[config.mk]
export PLATFORM = sky130hd
export DESIGN_NAME = traffic_phase_scheduler_flat
export DESIGN_NICKNAME = d
export VERILOG_FILES = /design/src/rtl/traffic_phase_scheduler_if.sv /design/src/rtl/traffic_phase_scheduler.sv /design/src/flat_wrapper.sv
export SDC_FILE = /design/constraint.sdc
export NUM_CORES = 1
export LEC_CHECK = 0
export CORE_MARGIN = 2
export CORE_UTILIZATION = 50
export CTS_CLUSTER_DIAMETER = 30
export DETAILED_ROUTE_END_ITERATION = 8
export PLACE_DENSITY = 0.84
export SYNTH_ARGS = -nofsm -noshare
export SYNTH_HDL_FRONTEND = slang
export SYNTH_SLANG_ARGS = --single-unit
[constraint.sdc]
create_clock -name clk -period 2.9 [get_ports clk]
set_input_delay 0.725 -clock clk [delete_from_list [all_inputs] [get_ports clk]]
set_output_delay 0.725 -clock clk [all_outputs]
set_load 0.01 [all_outputs]
[src/rtl/traffic_phase_scheduler_if.sv]
// Signal bundle between the intersection sensors/lamps and the phase scheduler.
// The slave view belongs to the scheduler: it takes the requests and drives the lamps.
interface traffic_phase_scheduler_if;
  logic       ns_req_i;
  logic       ew_req_i;
  logic       ped_req_i;
  logic [2:0] ns_o;
  logic [2:0] ew_o;
  logic       walk_o;
  logic       ped_ack_o;
  logic [2:0] phase_o;

  modport master (
    output ns_req_i, ew_req_i, ped_req_i,
    input  ns_o, ew_o, walk_o, ped_ack_o, phase_o
  );

  modport slave (
    input  ns_req_i, ew_req_i, ped_req_i,
    output ns_o, ew_o, walk_o, ped_ack_o, phase_o
  );
endinterface

[src/rtl/traffic_phase_scheduler.sv]
// Demand-driven phase scheduler for a two-approach intersection with a walk phase.
// Greens are held between a minimum and (under conflicting demand) a maximum time,
// followed by yellow and all-red clearance; pedestrian requests insert a WALK phase.
module traffic_phase_scheduler #(
  parameter int TW        = 8,
  parameter int MIN_GREEN = 4,
  parameter int MAX_GREEN = 12,
  parameter int YELLOW_T  = 2,
  parameter int ALLRED_T  = 1,
  parameter int WALK_T    = 6
) (
  input logic                      clk,
  input logic                      rst,
  traffic_phase_scheduler_if.slave bus
);

  typedef enum logic [2:0] {
    ALL_RED   = 3'd0,
    NS_GREEN  = 3'd1,
    NS_YELLOW = 3'd2,
    EW_GREEN  = 3'd3,
    EW_YELLOW = 3'd4,
    WALK      = 3'd5
  } state_e;

  localparam logic [TW-1:0] MIN_LAST    = TW'(MIN_GREEN - 1);
  localparam logic [TW-1:0] MAX_LAST    = TW'(MAX_GREEN - 1);
  localparam logic [TW-1:0] YELLOW_LAST = TW'(YELLOW_T - 1);
  localparam logic [TW-1:0] ALLRED_LAST = TW'(ALLRED_T - 1);
  localparam logic [TW-1:0] WALK_LAST   = TW'(WALK_T - 1);

  localparam logic LG_NS = 1'b0;
  localparam logic LG_EW = 1'b1;

  localparam logic [2:0] LAMP_RED    = 3'b100;
  localparam logic [2:0] LAMP_YELLOW = 3'b010;
  localparam logic [2:0] LAMP_GREEN  = 3'b001;

  state_e          state_q, state_d;
  logic [TW-1:0]   timer_q, timer_d;
  logic            pedPend_q, pedPend_d;
  logic            lastGreen_q, lastGreen_d;
  logic            pedAck_q, pedAck_d;
  logic            nsYield;
  logic            ewYield;
  logic            inGreen;
  logic            stateChange;
  logic            enterWalk;

  assign nsYield = (timer_q >= MIN_LAST) && (bus.ew_req_i || pedPend_q) &&
                   (!bus.ns_req_i || (timer_q >= MAX_LAST));
  assign ewYield = (timer_q >= MIN_LAST) && (bus.ns_req_i || pedPend_q) &&
                   (!bus.ew_req_i || (timer_q >= MAX_LAST));
  assign inGreen     = (state_q == NS_GREEN) || (state_q == EW_GREEN);
  assign stateChange = (state_d != state_q);
  assign enterWalk   = (state_d == WALK) && (state_q != WALK);

  // State register; reset aborts any phase straight to all-red.
  always_ff @(posedge clk) begin
    if (!rst) begin
      state_q <= ALL_RED;
    end else begin
      state_q <= state_d;
    end
  end

  // Phase timer, pending walk request, last served approach and walk acknowledge.
  always_ff @(posedge clk) begin
    if (!rst) begin
      timer_q     <= '0;
      pedPend_q   <= 1'b0;
      lastGreen_q <= LG_EW;
      pedAck_q    <= 1'b0;
    end else begin
      timer_q     <= timer_d;
      pedPend_q   <= pedPend_d;
      lastGreen_q <= lastGreen_d;
      pedAck_q    <= pedAck_d;
    end
  end

  // Next-state selection from the current phase, its timer and the demand.
  always_comb begin
    state_d = state_q;
    case (state_q)
      ALL_RED: begin
        if (timer_q == ALLRED_LAST) begin
          if (pedPend_q) begin
            state_d = WALK;
          end else if (lastGreen_q == LG_EW) begin
            state_d = NS_GREEN;
          end else begin
            state_d = EW_GREEN;
          end
        end
      end
      NS_GREEN:  if (nsYield) state_d = NS_YELLOW;
      NS_YELLOW: if (timer_q == YELLOW_LAST) state_d = ALL_RED;
      EW_GREEN:  if (ewYield) state_d = EW_YELLOW;
      EW_YELLOW: if (timer_q == YELLOW_LAST) state_d = ALL_RED;
      WALK:      if (timer_q == WALK_LAST) state_d = ALL_RED;
      default:   state_d = ALL_RED;
    endcase
  end

  // Timer restarts on every phase change and saturates in green; clearing the walk request wins over a new press.
  always_comb begin
    timer_d     = timer_q + TW'(1);
    pedPend_d   = pedPend_q;
    lastGreen_d = lastGreen_q;
    pedAck_d    = enterWalk;
    if (stateChange) begin
      timer_d = '0;
    end else if (inGreen && (timer_q >= MAX_LAST)) begin
      timer_d = timer_q;
    end
    if (enterWalk) begin
      pedPend_d = 1'b0;
    end else if (bus.ped_req_i && (state_q != WALK)) begin
      pedPend_d = 1'b1;
    end
    if (stateChange && (state_d == NS_GREEN)) begin
      lastGreen_d = LG_NS;
    end else if (stateChange && (state_d == EW_GREEN)) begin
      lastGreen_d = LG_EW;
    end
  end

  // Moore lamp decode from the current phase only.
  always_comb begin
    bus.ns_o      = LAMP_RED;
    bus.ew_o      = LAMP_RED;
    bus.walk_o    = 1'b0;
    bus.ped_ack_o = pedAck_q;
    bus.phase_o   = state_q;
    case (state_q)
      NS_GREEN:  bus.ns_o   = LAMP_GREEN;
      NS_YELLOW: bus.ns_o   = LAMP_YELLOW;
      EW_GREEN:  bus.ew_o   = LAMP_GREEN;
      EW_YELLOW: bus.ew_o   = LAMP_YELLOW;
      WALK:      bus.walk_o = 1'b1;
      default:   bus.walk_o = 1'b0;
    endcase
  end

endmodule

[src/flat_wrapper.sv]
// flat-port wrapper written by rule: the top's interface ports become plain ports
module traffic_phase_scheduler_flat 
#(
  parameter int TW        = 8,
  parameter int MIN_GREEN = 4,
  parameter int MAX_GREEN = 12,
  parameter int YELLOW_T  = 2,
  parameter int ALLRED_T  = 1,
  parameter int WALK_T    = 6
)
  (clk, rst, bus_ns_req_i, bus_ew_req_i, bus_ped_req_i, bus_ns_o, bus_ew_o, bus_walk_o, bus_ped_ack_o, bus_phase_o);
  traffic_phase_scheduler_if bus_i ();
  input logic clk;
  input logic rst;
  input wire logic [$bits(bus_i.ns_req_i)-1:0] bus_ns_req_i;
  input wire logic [$bits(bus_i.ew_req_i)-1:0] bus_ew_req_i;
  input wire logic [$bits(bus_i.ped_req_i)-1:0] bus_ped_req_i;
  output wire logic [$bits(bus_i.ns_o)-1:0] bus_ns_o;
  output wire logic [$bits(bus_i.ew_o)-1:0] bus_ew_o;
  output wire logic [$bits(bus_i.walk_o)-1:0] bus_walk_o;
  output wire logic [$bits(bus_i.ped_ack_o)-1:0] bus_ped_ack_o;
  output wire logic [$bits(bus_i.phase_o)-1:0] bus_phase_o;
  assign bus_i.ns_req_i = bus_ns_req_i;
  assign bus_i.ew_req_i = bus_ew_req_i;
  assign bus_i.ped_req_i = bus_ped_req_i;
  assign bus_ns_o = bus_i.ns_o;
  assign bus_ew_o = bus_i.ew_o;
  assign bus_walk_o = bus_i.walk_o;
  assign bus_ped_ack_o = bus_i.ped_ack_o;
  assign bus_phase_o = bus_i.phase_o;
  traffic_phase_scheduler #(.TW(TW), .MIN_GREEN(MIN_GREEN), .MAX_GREEN(MAX_GREEN), .YELLOW_T(YELLOW_T), .ALLRED_T(ALLRED_T), .WALK_T(WALK_T)) u_core (.clk(clk), .rst(rst), .bus(bus_i));
endmodule
==> flow_summary.toml, run 1 <==
[run_status]
status = "completed"

[pwr]
ir_worst_vdd_mv = 0.523
p_per_area_nw_per_um2 = 788
p_leak_nw = 0.432

[global_route]
grt_usage = 0.218
grt_antenna_before_repair = 0
grt_max_degree = 12
grt_pass1_wl_mm = 3.42
grt_pass1_vias = 793
overflow = 0

[floorplan]
die_h_um = 47.6
num_rows = 15
core_um2 = 1760
pin_count = 16
die_w_um = 47.6
start_util = 0.539
dieArea_um2 = 2270

[clock_network]
clk_pin_slew_ps = 80
cts_sinks = 14
cts_setup_buffers = 0
cts_buffers = 3
holdBufCountCts = 0
worstSkewPairLatency_ps = 280
clk_path_buf_depth = 2
tritoncts = "done"
cts_resized = 0
htree_levels = 1
cts_root_buf = "clkbuf_4"

[critical_path]
worstPathRequired_ps = 2170
start_kind = "flip-flop"
worstSetupEndpointType = "output pin"
crit_type = "reg2out"
cp_max_fo = 10
worstPathArrival_ps = 1900

[timing]
skew_ps = 5.55
tns_ps = 0
final_hold_viol_count = 0
slew_violations = 0
finalCriticalPeriod_ps = 2630
rsz0062_at_grt = "no"
slew_headroom = 0.595
tightest_slew_ps = 601
period_share = 0.905
setup_viol_count_final = 0
setup_ws_ps = 275
fmax_ghz = 0.381

[finish]
utilization = 0.643
drive_gt1_frac = 0.126
layout_commonest_cell = "nor2_1"
finalNetCount = 136
syn_to_final_growth_pct = 19.2
n_antenna_cell = 0
final_cell_mix = "18 x nor2_1, 15 x clkdlybuf4s50_1, 14 x dfxtp_1"

[detailed_routing]
wl_per_cell_um = 14.0
drt-total-wl_mm = 2.13
drtIter0Drc = 28
vias_per_cell = 5.74
ant_nets = 0
drc = 0
first_pass_iters = 4
vias = 872

[place]
hpwlAfterDp_mm = 1.65
port-buffer-count = 15
place_worst_setup_slack_ps = 255
gp_congestion = 0.923

[flow_run]
max-cap-violations = 0

[yosys]
yosysWarnings = 0
syn_area_um2 = 951
syn_nets = 121
ys_types = 41
synth_seq_area_share = 0.295
ys_ff_latch = 14
postSynthCellCount = 113
avgSynthCellArea_um2 = 8.42

[hold_path]
hold_class = "reg2reg"
-- per-stage QoR --
step	std cells	power, mW	hold WS [ps]	area (um2)
after global routing	152	0.956	546	1130
after CTS	152	0.896	527	1130
final	152	0.893	516	1130
after detailed placement	148	0.757	513	1100
after floorplan	113	0.589	467	951
after global placement	148	0.742	480	1100
-- registers in the layout, indices dropped and copies added (netlist names) --
signal and cells:
u_core.pedPend_q 1, u_core.bus.phase_o 3, u_core.timer_q 8, u_core.bus.ped_ack_o 1, u_core.lastGreen_q 1
-- worst paths after layout --
kind | startpoint | end | slack (ps) | cells past startpoint
min reg2reg | u_core.lastGreen_q$_SDFFE_PN1P_ | u_core.lastGreen_q$_SDFFE_PN1P_ | 520 | 2
max reg2reg | u_core.timer_q[0]$_SDFFE_PP0N_ | u_core.lastGreen_q$_SDFFE_PN1P_ | 590 | 7
min | u_core.lastGreen_q$_SDFFE_PN1P_ | u_core.lastGreen_q$_SDFFE_PN1P_ | 520 | 2
max | u_core.bus.phase_o[0]$_SDFF_PN0_ | bus_ew_o[0] | 270 | 4
-- critical path, cell delays in order (launching register included) --
cell and delay [ps]:
dfxtp_1 520, nor2b_1 310, nand2_1 110, inv_1 130, clkdlybuf4s50_1 550
-- cell type report --
type	count	area [um2]
sequential	14	280
tap	25	31.3
multi-input combinational	85	602
clock buffer	4	36.3
inverter	9	33.8
timing repair buffer	15	150
fill	160	631
-- kinds of logic after synthesis --
group	Yosys count	synth area share
and+or+nand+nor	48	0.287
AOI/OAI and AO/OA	23	0.200
buffers and inverters	14	0.0724
DFF	14	0.295
xor gates and xnor gates	7	0.0645
adders and majority gates	5	0.0605
muxes	2	0.0211
-- per-layer routing --
metal | wire [um] | global-route usage | part of all wire
met2 | 1090 | 0.378 | 0.51
met5 | 0 | 0 | 0
met1 | 906 | 0.252 | 0.42
met4 | 8 | 0.0649 | 0.0038
met3 | 125 | 0.0792 | 0.059
-- Yosys cell counts --
master    count  area, um2
a211oi_1      2       15.0
a211oi_2      3       37.5
a21boi_0      1       7.51
a21o_1        1       7.51
a21oi_1       1       5.00
a21oi_2       1       8.76
a31oi_1       2       12.5
a41oi_1       2       17.5
and2_1        1       6.26
and3_1        2       12.5
buf_2         1       5.00
buf_6         2       22.5
clkbuf_1      2       7.51
dfxtp_1      14        280
ha_1          3       37.5
inv_1         9       33.8
maj3_1        2       20.0
mux2i_1       2       20.0
nand2_1       9       33.8
nand2b_1      2       12.5
nand3_4       1       17.5
nand3b_1      1       7.51
nand4_1       3       18.8
nor2_1       18       67.6
nor2b_1       2       12.5
nor3b_1       3       22.5
nor4_1        1       6.26
nor4_4        1       21.3
o211ai_1      1       7.51
o21a_1        1       7.51
o21ai_0       3       15.0
o21ai_1       1       5.00
o21ai_2       1       8.76
o221a_2       1       11.3
o311ai_2      1       16.3
o31ai_1       1       7.51
or2_2         2       12.5
or4_4         1       11.3
or4b_1        1       10.0
xnor2_1       4       35.0
xor2_1        3       26.3
-- power breakdown --
group / internal (mW) / switching [mW] / total, mW
clock: 0.0765 / 0.0633 / 0.140
sequential: 0.227 / 0.0654 / 0.293
combinational: 0.218 / 0.242 / 0.461
Note: power is estimated with default switching activity, not from simulation.
==> run 2, diff against run 1 <==
--- a/config.mk
+++ b/config.mk
@@ -8,6 +8,7 @@
 export CORE_MARGIN = 2
 export CORE_UTILIZATION = 50
 export CTS_CLUSTER_DIAMETER = 30
+export CTS_CLUSTER_SIZE = 30
 export DETAILED_ROUTE_END_ITERATION = 8
 export PLACE_DENSITY = 0.84
 export SYNTH_ARGS = -nofsm -noshare
==> results of run 2 <==
The final DEF is identical to that of run 1; final timing and power are the same.
